<file path="src/rtl/mem_arbiter.sv">
// ----------------------------------------------------------------------------
// mem_arbiter
//   Shares one byte-serial memory controller between the instruction-fetch
//   port (IF) and the load/store port (LS). At most one transfer is in flight.
//   LS normally wins a simultaneous request. A starvation counter forces an
//   IF grant after STARVE_MAX back-to-back LS grants while IF was waiting.
//   A pipeline flush (jump_rst) drops fetches and loads that are in flight:
//   the controller is still allowed to finish, but no done pulse is given.
//   Stores already handed to the controller always complete and report done.
//
// Ports
//   clk, rst (async, active low), rdy (global enable / freeze)
//   jump_rst                   pipeline flush
//   if_req/if_addr             fetch request, if_done/if_data result
//   ls_req/ls_wr/ls_addr/
//   ls_size/ls_wdata           load/store request, ls_done/ls_rdata result
//   mc_valid/mc_type/mc_addr/
//   mc_size/mc_wdata           request to memory controller
//   mc_done/mc_rdata           controller completion
// ----------------------------------------------------------------------------
module mem_arbiter #(
   parameter int STARVE_MAX = 4
) (
   input  logic        clk,
   input  logic        rst,
   input  logic        rdy,
   input  logic        jump_rst,
   input  logic        if_req,
   input  logic [31:0] if_addr,
   output logic        if_done,
   output logic [31:0] if_data,
   input  logic        ls_req,
   input  logic        ls_wr,
   input  logic [31:0] ls_addr,
   input  logic [2:0]  ls_size,
   input  logic [31:0] ls_wdata,
   output logic        ls_done,
   output logic [31:0] ls_rdata,
   output logic        mc_valid,
   output logic        mc_type,
   output logic [31:0] mc_addr,
   output logic [2:0]  mc_size,
   output logic [31:0] mc_wdata,
   input  logic        mc_done,
   input  logic [31:0] mc_rdata
);

   localparam int CNT_W = (STARVE_MAX < 1) ? 1 : $clog2(STARVE_MAX + 1);
   localparam logic [CNT_W-1:0] CNT_MAX = CNT_W'(STARVE_MAX);
   localparam logic [CNT_W-1:0] CNT_ONE = CNT_W'(1);

   typedef enum logic [1:0] {
      IDLE    = 2'd0,
      BUSY_IF = 2'd1,
      BUSY_LS = 2'd2,
      DRAIN   = 2'd3
   } state_t;

   state_t             state_reg;
   logic [CNT_W-1:0]   starve_cnt_reg;

   logic               starved;
   logic               grant_if;
   logic               grant_ls;
   logic [2:0]         ls_size_fwd;
   logic [31:0]        load_masked;

   // IF only beats a pending LS once it has been passed over STARVE_MAX times.
   assign starved     = (starve_cnt_reg == CNT_MAX);
   assign grant_if    = if_req && (!ls_req || starved);
   assign grant_ls    = ls_req && !grant_if;

   // Unsupported access sizes are widened to a full word.
   assign ls_size_fwd = (ls_size == 3'd1 || ls_size == 3'd2 || ls_size == 3'd4) ?
                        ls_size : 3'd4;

   // Load data: keep only the byte lanes below the access size. mc_size is
   // always 1, 2 or 4 here, so lane gi survives when gi < mc_size.
   genvar gi;
   generate
      for (gi = 0; gi < 4; gi++) begin : g_lane
         assign load_masked[8*gi +: 8] = (3'(gi) < mc_size) ? mc_rdata[8*gi +: 8] : 8'h00;
      end
   endgenerate

   always_ff @(posedge clk or negedge rst) begin
      if (!rst) begin
         state_reg      <= IDLE;
         starve_cnt_reg <= '0;
         mc_valid       <= 1'b0;
         mc_type        <= 1'b0;
         mc_addr        <= '0;
         mc_size        <= '0;
         mc_wdata       <= '0;
         if_done        <= 1'b0;
         ls_done        <= 1'b0;
         if_data        <= '0;
         ls_rdata       <= '0;
      end else if (rdy) begin
         // Done outputs are single-cycle pulses unless frozen by rdy=0.
         if_done <= 1'b0;
         ls_done <= 1'b0;
         case (state_reg)
            IDLE: begin
               if (jump_rst) begin
                  starve_cnt_reg <= '0;
               end else if (grant_if) begin
                  mc_valid       <= 1'b1;
                  mc_type        <= 1'b0;
                  mc_addr        <= if_addr;
                  mc_size        <= 3'd4;
                  mc_wdata       <= '0;
                  starve_cnt_reg <= '0;
                  state_reg      <= BUSY_IF;
               end else if (grant_ls) begin
                  mc_valid  <= 1'b1;
                  mc_type   <= ls_wr;
                  mc_addr   <= ls_addr;
                  mc_size   <= ls_size_fwd;
                  mc_wdata  <= ls_wdata;
                  state_reg <= BUSY_LS;
                  if (if_req && !starved)
                     starve_cnt_reg <= starve_cnt_reg + CNT_ONE;
               end
            end
            BUSY_IF: begin
               if (mc_done) begin
                  mc_valid  <= 1'b0;
                  state_reg <= IDLE;
                  if (!jump_rst) begin
                     if_done <= 1'b1;
                     if_data <= mc_rdata;
                  end
               end else if (jump_rst) begin
                  state_reg <= DRAIN;
               end
            end
            BUSY_LS: begin
               if (mc_done) begin
                  mc_valid  <= 1'b0;
                  state_reg <= IDLE;
                  // A flushed load is dropped; a store is committed regardless.
                  if (!jump_rst || mc_type) begin
                     ls_done  <= 1'b1;
                     ls_rdata <= mc_type ? 32'h0 : load_masked;
                  end
               end else if (jump_rst && !mc_type) begin
                  state_reg <= DRAIN;
               end
            end
            DRAIN: begin
               if (mc_done) begin
                  mc_valid  <= 1'b0;
                  state_reg <= IDLE;
               end
            end
            default: state_reg <= IDLE;
         endcase
      end
   end

endmodule

</file>
<file path="config.mk">
export PLATFORM = sky130hd
export DESIGN_NAME = mem_arbiter
export DESIGN_NICKNAME = d
export VERILOG_FILES = /design/src/rtl/mem_arbiter.sv
export SDC_FILE = /design/constraint.sdc
export NUM_CORES = 1
export LEC_CHECK = 0
export ABC_CLOCK_PERIOD_IN_PS = 1950
export BUFFER_PORTS_ARGS = -buffer_cell sky130_fd_sc_hd__buf_2
export CAP_MARGIN = 20
export CORE_ASPECT_RATIO = 1.5
export CORE_MARGIN = 4
export CORE_UTILIZATION = 46
export DETAILED_ROUTE_END_ITERATION = 6
export PLACE_DENSITY = 0.8
export SYNTH_ARGS = -nofsm -noshare
export SYNTH_HDL_FRONTEND = slang
export SYNTH_SLANG_ARGS = --single-unit
</file>
<file path="constraint.sdc">
create_clock -name clk -period 1.95 [get_ports clk]
set_input_delay 0.2925 -clock clk [delete_from_list [all_inputs] [get_ports clk]]
set_output_delay 0.2925 -clock clk [all_outputs]
set_load 0.005 [all_outputs]
</file>
==> out/qor.csv, run 1 <==
stage;metric;value;unit
status;outcome;completed;
sta;RSZ-0062 raised after global routing;no;
grt;gr usage total;0.2115;
clocking;root buf cell;clkbuf_16;
synthesis;synthesis-stage register bit count;140;
sta;Final period util;0.9194;
synthesis;Yosys warning total;0;
grt;vias in the first global route;4866;
synthesis;Post-Synthesis Cells;493;
sta;Slew Viols, Final;0;
synthesis;area leader, netlist;dfrtp_1;
cells_and_area;final core occ;0.6543;
synthesis;Async SR Flop Fraction;1.000;
sta;skew final;0.006355;ns
clocking;Clock Tree Buf Depth;2;
sta;Max Clk Rate;0.5578;GHz
routing;total number of vias;4770;
routing;final wirelength;15.02;mm
sta;endpoints failing setup;0;
synthesis;Yosys top cell area share;0.6173;
grt;first-pass GRT wire length;24.08;mm
power;Leakage;4.116;nW
clocking;clock latency at the later pin of the worst-skew pair;0.40;ns
floorplan;die area;14220;um2
clocking;htree depth;4;
floorplan;Core Footprint;12020;um2
synthesis;prevailing post-synth register cell;dfrtp_1;
cells_and_area;share of layout cells above drive strength 1;0.4550;
critical_path;Top delay family on crit path;simple AND/OR/NAND/NOR gates;
placed_design;DPL Wire Length;11.26;mm
cells_and_area;fill count;948;
routing;post-DR vias/cell;5.118;
critical_path;CP Launch Type;flip-flop;
critical_path;crit end category;flip-flop;
placed_design;IO Port Bufs;273;
synthesis;most frequent cells after synthesis;140 x dfrtp_1, 103 x nand2_1, 50 x a22o_1, 35 x nor2_1;
cells_and_area;final-stage net count;913;
clocking;Sink Count;140;
sta;post-route setup TNS;0;ns
sta;Final Hold Fails;0;
synthesis;count leader, synth;dfrtp_1;
floorplan;Starting Density;0.4723;
floorplan;Core Rows;49;
clocking;TritonCTS Buffers;17;
synthesis;Synthesized Nets;639;
critical_path;Crit-path slowest cell;or4b_1;
routing;antenna viol nets, final;0;
critical_path;data required time of the critical path;2.27;ns
synthesis;Synth area leaders;dfrtp_1 62%, a22o_1 7.7%, nand2_1 6.8%, mux2_2 6.3%, a31oi_1 3.5%;
floorplan;Die Height;144.0;um
power;Max IR drop VDD;0.0007847;V
cells_and_area;Seq. cell area;3503;um2
grt;GRT overflow;0;
placed_design;RD Place Congestion;0.8301;
sta;Final WS setup;0.1572;ns
sta;Worst slew margin;0.6137;
synthesis;sequential fraction of the synthesis area;0.6173;
grt;initial antenna violation count;0;
run;Max Cap Violations;0;
power;power density cells;1453;nW/um2
synthesis;mapped cell area;5675;um2
routing;Iter 0 DRT Violations;135;
clocking;Worst-path clk slew;0.06;ns
clocking;Post-CTS Setup Bufs;0;
critical_path;Critical Path Max Stage Delay;0.49;ns
synthesis;synthesized area per cell;11.51;um2
cells_and_area;area delta synth->final;38.54;%
cells_and_area;non-filler cells, final;932;
placed_design;DP Cell Count;900;
sta;minimum clock period;1.793;ns
grt;largest net degree at the start of global routing;65;
routing;DRT Pass-1 Iters;6;
cells_and_area;area of the multi-input gates;2006;um2
critical_path;Cell Chain, Critical Path;inv_1 > ha_1 > a21bo_2 > and2_4 > or4b_1 > o21ai_0;
critical_path;Crit path buffers/inverters;1;
floorplan;chip width;98.70;um
synthesis;Synth cell types;38;
routing;Routed wire per std cell;16.11;um
critical_path;critical path peak fanout;14;
floorplan;Ports;274;
sta;final hold slack;0.1004;ns
clocking;CTS tree;done;
sta;slew of the pin with the lowest slew margin;0.5774;ns
worst_hold_path;Hold Path Class;input port to flip-flop;
critical_path;CP arrival;2.11;ns
placed_design;pre-CTS WS;0.1748;ns
synthesis;EDFF count, synth;0;
critical_path;WS Path Type;flip-flop to flip-flop;
routing;Remaining DRCs;0;
-- cells in the final DEF, fill, tap and decap left out, drive strengths merged, types with 2 or more instances in the layout --
| master | count |
|---|---|
| a21oi | 3 |
| a22o | 50 |
| a31oi | 32 |
| buf | 285 |
| bufinv | 2 |
| clkbuf | 19 |
| clkinv | 5 |
| clkinvlp | 3 |
| dfrtp | 140 |
| ha | 7 |
| inv | 8 |
| mux2 | 32 |
| mux2i | 2 |
| nand2 | 103 |
| nor2 | 37 |
| nor2b | 3 |
| nor3 | 4 |
| o21ai | 23 |
| or4b | 3 |
-- worst paths after layout --
check / from / end / slack, ns / depth (start not counted)
worst max register to register: starve_cnt_reg[0]$_DFFE_PN0P_ / starve_cnt_reg[2]$_DFFE_PN0P_ / 0.16 / 6
worst min register to register: ls_rdata[25]$_DFFE_PN0P_ / ls_rdata[25]$_DFFE_PN0P_ / 0.48 / 2
worst min-delay path: ls_wdata[21] / mc_wdata[21]$_DFFE_PN0P_ / 0.10 / 2
worst max-delay path: starve_cnt_reg[0]$_DFFE_PN0P_ / starve_cnt_reg[2]$_DFFE_PN0P_ / 0.16 / 6
min in group asynchronous: rst / ls_rdata[6]$_DFFE_PN0P_ / 0.41 / 2
max in group asynchronous: rst / if_data[20]$_DFFE_PN0P_ / 0.93 / 3
-- timing repair --
item | in CTS | in global routing
gates resized for setup | 0 | 0
endpoints found under the setup margin | 0 | 0
endpoints found under the hold margin | 51 | 0
hold buffers | 1 | 0
-- cells by family (layout without fill, tap and decap cells) --
family	Yosys count	in the layout	share of synthesized area
AND/OR/NAND/NOR	157	157	0.1217
XOR/XNOR	1	1	0.001543
adder cells (fa/ha/maj)	7	7	0.01543
multiplexers	34	34	0.06702
other	0	1	0
AO/OA/AOI/OAI	116	116	0.1468
flip-flops	140	140	0.6173
buffers and inverters	38	323	0.03020
-- metal layers --
layer  vias to the layer above  part of all wire  global-route usage
met2                       199              0.53              0.3651
li1                       2269                 -                   -
met5                         -                 0                   0
met1                      2270              0.38              0.2600
met4                         0             0.022             0.08129
met3                        32             0.069             0.04730
-- through the flow --
stage | area [um2] | power (W)
3_3_place_gp | 7277 | 0.008220
6_report | 7863 | 0.01142
3_5_place_dp | 7277 | 0.008404
4_1_cts | 7860 | 0.01156
5_1_grt | 7860 | 0.01218
2_1_floorplan | 5675 | 0.006469
-- worst register-to-register path: cells and delay by family (launching register included) --
kind	cells	cell delay (ns)
AO/OA/AOI/OAI	2	0.36
buffers and inverters	1	0.06
AND/OR/NAND/NOR	2	0.71
adder cells (fa/ha/maj)	1	0.19
flip-flops	1	0.39
-- power breakdown --
group	internal (W)	switching, W	total [W]
Clock	0.00193	0.00119	0.00312
Sequential	0.00411	0.000679	0.00479
Combinational	0.00188	0.00164	0.00352
-- cell type report --
| class | count | share of cell area |
|---|---|---|
| Multi-Input combinational cell | 315 | 0.2551 |
| Sequential cell | 140 | 0.4456 |
| Timing Repair Buffer | 286 | 0.1984 |
| Inverter | 7 | 0.003342 |
| Tap cell | 153 | 0.02435 |
| Antenna cell | 1 | 0.0003183 |
| Clock inverter | 11 | 0.01528 |
| Clock buffer | 19 | 0.05761 |
No activity file was read; power rests on OpenSTA's default activity.
==> run 2: changes to the inputs <==
--- a/config.mk
+++ b/config.mk
@@ -12,6 +12,7 @@
 export CORE_MARGIN = 4
 export CORE_UTILIZATION = 46
 export DETAILED_ROUTE_END_ITERATION = 6
+export HOLD_SLACK_MARGIN = 0.15
 export PLACE_DENSITY = 0.8
 export SYNTH_ARGS = -nofsm -noshare
 export SYNTH_HDL_FRONTEND = slang
==> out/qor.csv, run 2 (same netlist as run 1, synthesis figures left out) <==
stage;metric;value;unit;change
sta;post-route setup TNS;0;ns;unchanged
placed_design;pre-CTS WS;0.1748;ns;unchanged
critical_path;crit end category;flip-flop;;
routing;final wirelength;19.27;mm;+28%
floorplan;Core Rows;49;;unchanged
cells_and_area;final-stage net count;1040;;+14%
routing;DRT Pass-1 Iters;4;;-2
power;power density cells;1295;nW/um2;-11%
routing;post-DR vias/cell;5.220;;+2.0%
sta;final hold slack;0.1677;ns;+0.06728 ns
clocking;Worst-path clk slew;0.06;ns;about the same
clocking;clock latency at the later pin of the worst-skew pair;0.40;ns;about the same
floorplan;die area;14220;um2;unchanged
sta;Final Hold Fails;0;;unchanged
critical_path;data required time of the critical path;2.26;ns;about the same
routing;total number of vias;5533;;+16%
cells_and_area;most frequent cells in the layout;272 x buf_2, 140 x dfrtp_1, 128 x dlygate4sd3_1;;
critical_path;Critical Path Max Stage Delay;0.41;ns;-0.08 ns
cells_and_area;fill count;729;;-23%
power;total power draw;0.01183;W;+3.6%
clocking;TritonCTS Buffers;17;;unchanged
placed_design;RD Place Congestion;0.8301;;unchanged
routing;antenna viol nets, final;0;;unchanged
critical_path;Cell Chain, Critical Path;inv_1 > ha_1 > a21bo_2 > and2_4 > buf_4 > nand2_1 > a31oi_1;;
sta;Worst slew margin;0.6067;;-0.006974
worst_hold_path;Min-Delay Path Depth;3;;+1
cells_and_area;post-route design area;9136;um2;+16%
grt;GRT overflow;0;;unchanged
cells_and_area;area delta synth->final;60.98;%;
run;Max Cap Violations;0;;unchanged
critical_path;CP arrival;2.14;ns;+0.03 ns
sta;Slew Viols, Final;0;;unchanged
placed_design;IO Port Bufs;273;;unchanged
power;Leakage;4.647;nW;+13%
critical_path;CP Launch Type;flip-flop;;
clocking;Sink Count;140;;unchanged
critical_path;Crit-path slowest cell;dfrtp_1;;
grt;vias in the first global route;6121;;+26%
routing;Remaining DRCs;0;;unchanged
sta;Final WS setup;0.1234;ns;-0.03384 ns
critical_path;critical path peak fanout;27;;+13
grt;initial antenna violation count;1;;+1
clocking;htree depth;4;;unchanged
placed_design;placed inst area;7277;um2;unchanged
clocking;Post-CTS Hold Fix Bufs;128;;+127
sta;minimum clock period;1.827;ns;+0.03384 ns
sta;skew final;0.007213;ns;+0.0008580 ns
sta;slew of the pin with the lowest slew margin;0.5878;ns;+0.01042 ns
placed_design;DPL Wire Length;11.26;mm;unchanged
critical_path;Worst R2R Path Depth;7;;+1
floorplan;Die Height;144.0;um;unchanged
clocking;root buf cell;clkbuf_16;;
floorplan;Ports;274;;unchanged
power;Max IR drop VDD;0.0008020;V;+2.2%
clocking;CTS tree;done;;
worst_hold_path;Hold Path Class;input port to flip-flop;;
status;outcome;completed;;
sta;endpoints failing setup;0;;unchanged
cells_and_area;most common cell after layout, fill and taps aside;buf_2;;
critical_path;WS Path Type;flip-flop to flip-flop;;
clocking;Resized Gates After CTS;0;;unchanged
floorplan;chip width;98.70;um;unchanged
cells_and_area;share of layout cells above drive strength 1;0.3912;;-0.06385
routing;Iter 0 DRT Violations;219;;+62%
grt;largest net degree at the start of global routing;65;;unchanged
sta;Final period util;0.9367;;+0.01735
routing;Routed wire per std cell;18.18;um;+13%
clocking;Post-CTS Setup Bufs;0;;unchanged
grt;first-pass GRT wire length;30.64;mm;+27%
clocking;Clock Tree Buf Depth;2;;unchanged
sta;RSZ-0062 raised after global routing;no;;
floorplan;Starting Density;0.4723;;unchanged
floorplan;Core Footprint;12020;um2;unchanged
sta;Max Clk Rate;0.5475;GHz;-1.9%
grt;gr usage total;0.2737;;+0.06226
## run 2: changes by cell type in the layout (fill, tap and decap cells not counted), sizes merged
cell,before,now
dlygate4sd3,1,128
diode,1,2
## run 2: metal layers
metal	vias up	global-route usage	wire (um)
met2	310	0.4759	10060
li1	2533	-	-
met5	-	0	0
met3	71	0.07191	1444
met4	0	0.1496	872
met1	2619	0.3065	6894
## run 2: final cells by class
class	count	area (um2)	area share
flip-flops and latches	140	3503	0.3835
inverters	7	26.28	0.002876
clock inverters	11	120.1	0.01315
clock buffers	19	452.9	0.04958
well taps	153	191.4	0.02095
diodes	2	5.005	0.0005478
multi-input cells	315	2006	0.2195
repair buffers	413	2831	0.3099
## run 2: critical path: cells and delay by family, from the launching register on
family | cells | cell delay [ns]
DFF | 1 | 0.41
adders and majority gates | 1 | 0.14
AOI/OAI and AO/OA | 2 | 0.38
and+or+nand+nor | 2 | 0.39
buffers and inverters | 2 | 0.40
## run 2: path summary, 6_finish.rpt
check | from | slack [ns] | endpoint
worst min-delay path | ls_addr[6] | 0.17 | mc_addr[6]$_DFFE_PN0P_
worst max-delay path | starve_cnt_reg[0]$_DFFE_PN0P_ | 0.12 | mc_addr[25]$_DFFE_PN0P_
worst min register to register | ls_rdata[14]$_DFFE_PN0P_ | 0.48 | ls_rdata[14]$_DFFE_PN0P_
worst max register to register | starve_cnt_reg[0]$_DFFE_PN0P_ | 0.12 | mc_addr[25]$_DFFE_PN0P_
max in group asynchronous | rst | 0.93 | mc_wdata[2]$_DFFE_PN0P_
min in group asynchronous | rst | 0.41 | ls_rdata[6]$_DFFE_PN0P_
## run 2: report_power, final
part	internal, W	total [W]	leakage, nW	switching, W
Clock	0.00193	0.00313	0.277	0.00120
Sequential	0.00411	0.00483	1.76	0.000724
Combinational	0.00205	0.00387	2.61	0.00181
## run 2: per-stage QoR
stage	utilization	std cells
after global routing	0.7601	1059
after CTS	0.7599	1058
after detailed placement	0.6056	900
final	0.7603	1060
after floorplan	-	493
after global placement	0.6056	900
==> run 3: changes to the inputs <==
--- a/config.mk
+++ b/config.mk
@@ -8,12 +8,14 @@
 export ABC_CLOCK_PERIOD_IN_PS = 1950
 export BUFFER_PORTS_ARGS = -buffer_cell sky130_fd_sc_hd__buf_2
 export CAP_MARGIN = 20
+export CELL_PAD_IN_SITES_DETAIL_PLACEMENT = 1
+export CELL_PAD_IN_SITES_GLOBAL_PLACEMENT = 1
 export CORE_ASPECT_RATIO = 1.5
 export CORE_MARGIN = 4
-export CORE_UTILIZATION = 46
+export CORE_UTILIZATION = 34
 export DETAILED_ROUTE_END_ITERATION = 6
 export HOLD_SLACK_MARGIN = 0.15
-export PLACE_DENSITY = 0.8
+export PLACE_DENSITY_LB_ADDON = 0.1
 export SYNTH_ARGS = -nofsm -noshare
 export SYNTH_HDL_FRONTEND = slang
 export SYNTH_SLANG_ARGS = --single-unit
==> out/qor.csv, run 3 (same netlist as run 1, synthesis figures left out) <==
stage;metric;value;unit;change
clocking;CTS tree;done;;
cells_and_area;most common cell after layout, fill and taps aside;buf_2;;
critical_path;crit end category;flip-flop;;
placed_design;DPL Wire Length;13.21;mm;+17%
floorplan;Die Height;166.2;um;+15%
cells_and_area;non-filler cells, final;1113;;+5.0%
floorplan;Core Footprint;16330;um2;+36%
sta;Worst slew margin;0.6065;;about the same
floorplan;Ports;274;;unchanged
sta;skew final;0.01037;ns;+0.003162 ns
power;Leakage;4.642;nW;-0.11%
grt;first-pass GRT wire length;31.95;mm;+4.3%
routing;DRT Pass-1 Iters;4;;unchanged
power;total power draw;0.01192;W;+0.77%
clocking;Clock Tree Buf Depth;2;;unchanged
critical_path;CP Launch Type;flip-flop;;
floorplan;die area;18870;um2;+33%
placed_design;RD Place Congestion;0.7690;;-7.4%
sta;endpoints failing setup;0;;unchanged
clocking;Post-CTS Setup Bufs;0;;unchanged
cells_and_area;final-stage net count;1041;;+0.096%
sta;Slew Viols, Final;0;;unchanged
floorplan;Core Rows;57;;+16%
floorplan;chip width;113.5;um;+15%
routing;total number of vias;5440;;-1.7%
critical_path;CP arrival;2.14;ns;about the same
sta;RSZ-0062 raised after global routing;no;;
worst_hold_path;Hold Path Class;input port to flip-flop;;
critical_path;data required time of the critical path;2.27;ns;about the same
sta;slew of the pin with the lowest slew margin;0.5880;ns;+0.0002100 ns
critical_path;WS Path Type;flip-flop to flip-flop;;
clocking;TritonCTS Buffers;17;;unchanged
routing;final wirelength;19.96;mm;+3.6%
sta;Final period util;0.9332;;-0.003499
placed_design;IO Port Bufs;273;;unchanged
floorplan;Starting Density;0.3475;;-0.1248
run;Max Cap Violations;0;;unchanged
placed_design;DP Cell Count;953;;+5.9%
clocking;Worst-path clk slew;0.06;ns;about the same
status;outcome;completed;;
sta;Max Clk Rate;0.5495;GHz;+0.38%
routing;Iter 0 DRT Violations;234;;+6.8%
clocking;htree depth;4;;unchanged
grt;GRT overflow;0;;unchanged
clocking;clock latency at the later pin of the worst-skew pair;0.41;ns;about the same
cells_and_area;most frequent cells in the layout;272 x buf_2, 140 x dfrtp_1, 129 x dlygate4sd3_1;;
grt;initial antenna violation count;2;;+1
grt;vias in the first global route;6029;;-1.5%
sta;Final Hold Fails;0;;unchanged
routing;post-DR vias/cell;4.888;;-6.4%
clocking;root buf cell;clkbuf_16;;
grt;largest net degree at the start of global routing;65;;unchanged
cells_and_area;share of layout cells above drive strength 1;0.3929;;+0.001776
clocking;Sink Count;140;;unchanged
cells_and_area;area delta synth->final;62.32;%;
power;Max IR drop VDD;0.0006493;V;-19%
critical_path;critical path peak fanout;14;;-48%
sta;post-route setup TNS;0;ns;unchanged
routing;Routed wire per std cell;17.93;um;-1.4%
grt;gr usage total;0.2117;;-0.06208
routing;antenna viol nets, final;0;;unchanged
sta;minimum clock period;1.820;ns;-0.006824 ns
power;power density cells;1294;nW/um2;about the same
routing;Remaining DRCs;0;;unchanged
-- run 3: changes by cell type in the layout (fill, tap and decap cells not counted), sizes merged --
cell | before | now
bufinv | 2 | 3
clkbuf | 19 | 17
clkinv | 5 | 3
clkinvlp | 3 | 4
diode | 2 | 1
dlygate4sd3 | 128 | 129
inv | 8 | 10
-- run 3: power breakdown --
part	total (W)	internal, W	leakage, nW	switching [W]
clock	0.00329	0.00201	0.280	0.00127
combinational	0.00383	0.00203	2.60	0.00180
sequential	0.00481	0.00410	1.76	0.000704
total	0.0119	0.00815	4.64	0.00378
-- run 3: repair_timing --
| item | 4_1_cts | 5_1_grt |
|---|---|---|
| hold buffers | 129 | 0 |
| setup endpoints to repair | 0 | 3 |
| endpoints found under the hold margin | 267 | 0 |
| gates resized for setup | 0 | 1 |
-- run 3: final timing paths --
check | endpoint | slack, ns | cells after the start | from
max | starve_cnt_reg[2]$_DFFE_PN0P_ | 0.13 | 6 | starve_cnt_reg[0]$_DFFE_PN0P_
min | mc_addr[10]$_DFFE_PN0P_ | 0.17 | 3 | if_addr[10]
max reg2reg | starve_cnt_reg[2]$_DFFE_PN0P_ | 0.13 | 6 | starve_cnt_reg[0]$_DFFE_PN0P_
min reg2reg | ls_rdata[25]$_DFFE_PN0P_ | 0.47 | 2 | ls_rdata[25]$_DFFE_PN0P_
max in group asynchronous | mc_wdata[29]$_DFFE_PN0P_ | 1.02 | 3 | rst
min in group asynchronous | if_data[13]$_DFFE_PN0P_ | 0.32 | 2 | rst
-- run 3: final cells by class --
type,count,area [um2]
Clock inverter,13,167.7
Multi-Input combinational cell,315,2013
Fill cell,1814,7119
Sequential cell,140,3503
Inverter,7,26.28
Timing Repair Buffer,414,2816
Clock buffer,17,425.4
Tap cell,206,257.7
Antenna cell,1,2.502
-- run 3: per-layer routing --
metal | GRT usage | up-vias | routed length, um | share of wire
li1 | - | 2542 | - | -
met1 | 0.2373 | 2646 | 7549 | 0.38
met2 | 0.3739 | 203 | 10500 | 0.53
met3 | 0.06015 | 47 | 1288 | 0.065
met4 | 0.08264 | 2 | 616 | 0.031
met5 | 0 | - | 7 | 0.00035
-- run 3: stage by stage --
step | hold slack, ns | util | worst slack (ns) | instance area (um2)
4_1_cts | 0.1522 | 0.5638 | 0.1041 | 9208
3_3_place_gp | 0.1859 | 0.4484 | 0.1897 | 7323
6_report | 0.1682 | 0.5641 | 0.1302 | 9213
5_1_grt | 0.1701 | 0.5641 | 0.01133 | 9213
3_5_place_dp | 0.1902 | 0.4484 | 0.1079 | 7323
2_1_floorplan | -0.003091 | - | 0.2323 | 5675
-- run 3: critical path, cell delays in order (launching register included) --
cell and delay (ns):
dfrtp_1 0.39, inv_1 0.06, ha_1 0.19, a21bo_2 0.21
and2_4 0.22, or4b_1 0.50, o21ai_0 0.17
